### src/rtl/mem_responder.sv
// Single-port word store with a wait-stated read handshake and fire-and-forget writes.
// Read data is registered on entry to READY; writes land at the edge they are strobed.
module mem_responder #(
  parameter int unsigned ADDR_W      = 8,
  parameter int unsigned WAIT_CYCLES = 2
) (
  input  logic        clk,
  input  logic        ExternalReset,
  input  logic [15:0] Address,
  input  logic [15:0] DataIn,
  input  logic        ReadMem,
  input  logic        WriteMem,
  output logic [15:0] DataOut,
  output logic        memDataReady,
  output logic        ProtocolErr
);

  localparam int unsigned DEPTH        = 1 << ADDR_W;
  localparam logic [3:0]  LP_WCNT_INIT = (WAIT_CYCLES == 0) ? 4'd0 : 4'(WAIT_CYCLES - 1);

  typedef enum logic [1:0] {
    S_IDLE,
    S_WAIT,
    S_READY
  } state_t;

  state_t              r_state;
  logic [3:0]          r_wcnt;
  logic [ADDR_W-1:0]   r_raddr;
  logic [15:0]         r_dout;
  logic                r_data_ready;
  logic                r_proto_err;
  logic [15:0]         r_mem [0:DEPTH-1];
  logic [ADDR_W-1:0]   w_addr;

  assign w_addr = Address[ADDR_W-1:0];

  generate
    if (ADDR_W < 16) begin : g_addr_hi
      logic w_addr_unused;
      assign w_addr_unused = ^Address[15:ADDR_W];
    end
  endgenerate

  // Store is never cleared; a strobe during active reset is dropped.
  always_ff @(posedge clk) begin
    if (ExternalReset && WriteMem) begin
      r_mem[w_addr] <= DataIn;
    end
  end

  // Reads of r_mem here see the pre-write word when a write shares the edge.
  always_ff @(posedge clk or negedge ExternalReset) begin
    if (!ExternalReset) begin
      r_state      <= S_IDLE;
      r_wcnt       <= '0;
      r_raddr      <= '0;
      r_dout       <= '0;
      r_data_ready <= 1'b0;
      r_proto_err  <= 1'b0;
    end else begin
      r_data_ready <= 1'b0;
      case (r_state)
        S_IDLE: begin
          if (ReadMem && WriteMem) begin
            r_proto_err <= 1'b1;
          end else if (ReadMem) begin
            r_raddr <= w_addr;
            if (WAIT_CYCLES == 0) begin
              r_state      <= S_READY;
              r_dout       <= r_mem[w_addr];
              r_data_ready <= 1'b1;
            end else begin
              r_state <= S_WAIT;
              r_wcnt  <= LP_WCNT_INIT;
            end
          end
        end
        S_WAIT: begin
          if (!ReadMem) begin
            r_state <= S_IDLE;
            r_wcnt  <= '0;
          end else if (r_wcnt == '0) begin
            r_state      <= S_READY;
            r_dout       <= r_mem[r_raddr];
            r_data_ready <= 1'b1;
          end else begin
            r_wcnt <= r_wcnt - 4'd1;
          end
        end
        S_READY: begin
          r_state <= S_IDLE;
        end
        default: begin
          r_state <= S_IDLE;
          r_wcnt  <= '0;
        end
      endcase
    end
  end

  assign DataOut      = r_dout;
  assign memDataReady = r_data_ready;
  assign ProtocolErr  = r_proto_err;

endmodule

### config.mk
export PLATFORM = sky130hd
export DESIGN_NAME = mem_responder
export DESIGN_NICKNAME = d
export VERILOG_FILES = /design/src/rtl/mem_responder.sv
export SDC_FILE = /design/constraint.sdc
export NUM_CORES = 2
export LEC_CHECK = 0
export CORE_MARGIN = 2
export CORE_UTILIZATION = 50
export CTS_CLUSTER_DIAMETER = 30
export DETAILED_ROUTE_END_ITERATION = 10
export MAX_ROUTING_LAYER = met4
export PLACE_DENSITY_LB_ADDON = 0.08
export SYNTH_ARGS = -nofsm -noshare
export SYNTH_HDL_FRONTEND = slang
export SYNTH_SLANG_ARGS = --single-unit
### constraint.sdc
create_clock -name clk -period 2.3 [get_ports clk]
set_input_delay 0.23 -clock clk [delete_from_list [all_inputs] [get_ports clk]]
set_output_delay 0.23 -clock clk [all_outputs]
set_load 0.01 [all_outputs]
Word level (Yosys, flattened, before mapping)
Memory sizes are Yosys's and may differ from the RTL's. A register that Yosys moved wholly into a read port is not among the register bits.
Cells that the tools add are included.

storage, ports and cells
  register bits after elaboration = 16
  memory bits (writable) = 4096
  memories kept = 1

cells by class
  add/subtract/negate cells = 1
  equality and inequality tests = 6
  muxes and demuxes = 15
  bitwise operators = 2
  reduce and logical (&&, ||, !) cells = 10

memory list
  name   depth  width  rd ports  clocked after Yosys merged registers in  wr ports  line  source
  r_mem  256    16     1         1                                        1         33    logic [15:0] r_mem [0:DEPTH-1];

operator list
  cell                 count
  $mux 4               4
  $pmux 4 s3           1
  $reduce_and 3->1     3
  $mux 2               4
  $ne 3x3->1 const B   2
  $mux 1               5
  $logic_not 4->1      1
  $ne 2x2->1 const B   2
  $pmux 2 s2           1
  $reduce_and 4->1     1
  $sub 4x1->4 const B  1
  $eq 2x1->1 const B   1
  $eq 2x2->1 const B   1
  $logic_and 1x1->1    2
  $logic_not 2->1      1
  $not 1->1            2
  $reduce_and 2->1     1
  $logic_not 1->1      1

Depth between registers and ports, before layout
  depth after elaboration = 4
  depth in mapped cells = 13

Worst setup path after synthesis
OpenSTA, ideal clock, no wires.

  kind = register to register
  start point = register r_raddr[0]
  end point = register r_dout[11], in the netlist DataOut[11], read port of r_mem
  data arrival time = 2.329 ns
  data required time = 2.169 ns
  setup slack = -0.159 ns
  stages on the path, launching flop included = 10
  path buffers = 3
  clock period less this slack = 2.459 ns
  cells stage by stage = dfrtp_1 buf_6 buf_6 buf_2 mux4_2 mux4_2 o22ai_1 a21oi_1 nand4_1 o211ai_1

RTL lines
  item                    line  source
  from (decl)             29    logic [ADDR_W-1:0] r_raddr;
  from (signal assigned)  68    r_raddr <= w_addr;
  to (decl)               30    logic [15:0] r_dout;

==> summary.md <==
| Metric | Value |
|---|---|
| Clk sinks | `approximately 4100` |
| Vias in the first global route | `between 80000 and 90000` |
| Slew margin rel. | `0.400` |
| Arrival @ worst endpoint | `just over 4000 ps` |
| FP Rows | `between 200 and 250` |
| Commonest non-fill, non-tap cell in the layout | `edfxtp_1` |
| Distinct cells, synth | `66` |
| CP required | `around 3300 ps` |
| Final Setup Violations | `16` |
| Syn Nets | `between 7000 and 8000` |
| Area Growth Syn to Fin | `30.6%` |
| Vias per std cell | `around 6.1` |
| Vias | `86400` |
| WS Path Type | `flip-flop to flip-flop` |
| Seq/Total Area, Yosys | `0.777` |
| CTS HTree Levels | `6` |
| Largest net degree at the start of global routing | `128` |
| Skew final | `~48 ps` |
| Met1 Track Usage GR | `0.417` |
| Worst Setup Slack, final | `-855 ps` |
| Crit-path max FO | `6` |
| P_leak | `just under 70 nW` |
| Finished Cell Area | `approximately 210000 um2` |
| Crit-path cells | `buf_6, buf_12, buf_8, buf_6, mux4_2, mux2i_1, o21ai_0, nand3_1, buf_4, nor3_1, a221o_1` |
| Post-Route WL | `approximately 480000 um` |
| Met2 Track Usage GR | `0.469` |
| Worst Tran Pin Value | `between 900 and 1000 ps` |
| Max stage delay on crit path | `570 ps` |
| Post-layout nets | `between 9000 and 10000` |
| Critical path launch point type | `flip-flop` |
| Ys Warns | `0` |
| Worst vdd ir | `approximately 0.84 mV` |
| Worst-Skew Late Latency | `1040 ps` |
| Antenna-violating nets left | `0` |
| Crit. End Element | `flip-flop` |
| Met3 usage | `0.0510` |
| Drt initial violations | `11200` |
| Fin crit period | `~3200 ps` |
| Commonest non-fill, non-tap cells in the layout | `edfxtp_1 (4096), mux4_2 (772), buf_4 (765)` |
| Failing checks | `negative setup slack` |
| First-pass GRT wire length | `about 670000 um` |
| Outcome | `finished, violations left` |
| Final max-slew violation count | `0` |
| Die H | `569 um` |
| Global-route usage over all layers | `0.302` |
| Async set or reset register ratio after synthesis | `0.00775` |
| CTS tree | `built` |
| Final period util | `1.37` |
| Hold Slack | `between 90 and 100 ps` |
| DP HPWL | `slightly below 300000 um` |
| Worst-path clk slew | `40 ps` |
| RSZ-0062 raised after global routing | `true` |
| Initial core utilization | `0.502` |
| Crit-path most repeated cell | `buf_6` |
| Final Util | `0.656` |
| Top FF cell, synth | `edfxtp_1` |
| First-pass DRT Iterations | `6` |
| Total chip power | `239 mW` |
| RePlAce Congestion | `0.923` |
| Post-DR wirelength/cell | `33.9 um` |
| Final hold violation count | `0` |
| TritonCTS buffer count | `747` |
| Worst hold-check path type | `primary input to flip-flop` |
| Grt ovf | `0` |
| Core area | `between 300000 and 400000 um2` |
| F_max | `0.317 GHz` |
| Max-Cap Viols | `0` |
| DRC viols | `0` |
| EDFF count, synth | `a little over 4000` |
| Port Buf Inserts | `45` |
| Ratio of cells with drive above 1 in the final layout | `0.387` |
| GR peak layer | `met2` |
| Yosys reg bits | `between 4000 and 5000` |
| CP max-delay cell | `dfrtp_4` |
| Root buf cell | `clkbuf_16` |
| Initial antenna violation count | `30` |
| IO Count | `54` |
| CTS max path bufs | `4` |
| Mapped Area | `about 160000 um2` |
| Die ar. | `323000 um2` |
| Pwr dens | `approximately 1200 nW/um2` |
| Post-Syn Instances | `around 7500` |
| Placed Area | `roughly 180000 um2` |
| Die Wd | `569 um` |
| Synthesized area per cell | `around 21 um2` |
==> through the flow <==
| step | setup TNS (ps) | std cells | worst slack (ps) |
|---|---|---|---|
| after detailed placement | -504900 | 12500 | -1880 |
| final | -12340 | 14100 | -855 |
| after floorplan | -208680 | 7505 | -107 |
| after CTS | -12080 | 14000 | -825 |
| after global placement | -467870 | 12500 | -2180 |
| after global routing | -12490 | 14100 | -880 |
==> where the power goes <==
group          internal (mW)  leakage [nW]  switching [mW]
Sequential              83.2          37.2           0.515
Clock                   71.1          12.2            37.7
Combinational           21.6          20.1            25.2
==> cell usage after synthesis (53+ instances only) <==
library cell / instances / area share
clkbuf_1: 176 / 0.0041
edfxtp_1: 4096 / 0.77
buf_2: 104 / 0.0033
a211oi_1: 81 / 0.0038
o22ai_1: 210 / 0.0082
a21oi_1: 97 / 0.0030
mux4_2: 772 / 0.11
o21ai_0: 98 / 0.0031
nand2_1: 167 / 0.0039
buf_4: 53 / 0.0025
buf_6: 64 / 0.0045
mux2i_1: 627 / 0.039
o221ai_1: 108 / 0.0059
nor2_1: 322 / 0.0076
==> cell type report <==
cell class              count  area, um2
clock inverters           548       6000
inverters                   8       47.5
multi-input cells        2915      35500
diodes                     13       32.5
repair buffers           1439      18300
fillers                 20900     109000
clock buffers             841      19300
flip-flops and latches   4128     124000
well taps                4180       5230
==> per-layer routing <==
| layer | share of wire | wire length [um] |
|---|---|---|
| met5 | 0 | 0 |
| met3 | 0.081 | 38500 |
| met4 | 0.029 | 13700 |
| met1 | 0.40 | 193000 |
| met2 | 0.49 | 232000 |
==> flip-flops by register name (all words and copies together), names as in the netlist <==
name,flops
memDataReady,1
r_state,2
r_mem,4096
DataOut,16
ProtocolErr,1
r_wcnt,4
r_raddr,8
==> worst max-delay path, delay by kind of cell (launching register included) <==
family | cells | cell delay [ps]
AOI/OAI and AO/OA | 2 | 760
DFF | 1 | 570
and+or+nand+nor | 2 | 620
muxes | 2 | 300
buffers and inverters | 5 | 800
==> cells by family after synthesis <==
family                     Yosys count  share of synthesized area
AOI/OAI and AO/OA                  820                     0.0357
xor gates and xnor gates             1                  0.0000550
adders and majority gates            2                   0.000157
buffers and inverters              462                     0.0193
DFF                               4128                      0.777
muxes                             1410                      0.149
and+or+nand+nor                    682                     0.0187
==> repair_timing <==
action / in CTS / in global routing
buffers inserted: 115 / 46
hold buffers: 23 / 0
pin swaps: 98 / 88
cloned: 30 / 5
setup endpoints to repair: 34 / 18
hold endpoints to repair: 3400 / 0
gates resized for setup: 578 / 188
==> worst paths after layout <==
kind / start / endpoint / slack, ps / cells after the start
setup reg to reg: r_raddr[1]$_DFFE_PN0P_ / DataOut[10]$_DFFE_PN0P_ / -850 / 11
setup / recovery: r_raddr[1]$_DFFE_PN0P_ / DataOut[10]$_DFFE_PN0P_ / -850 / 11
hold reg to reg: DataOut[11]$_DFFE_PN0P_ / DataOut[11]$_DFFE_PN0P_ / 490 / 2
hold / removal: Address[4] / r_raddr[4]$_DFFE_PN0P_ / 90 / 5
min in group asynchronous: ExternalReset / r_wcnt[1]$_DFFE_PN0P_ / 110 / 3
max in group asynchronous: ExternalReset / r_raddr[2]$_DFFE_PN0P_ / 1660 / 3
Power figures use the tool's default switching activity.
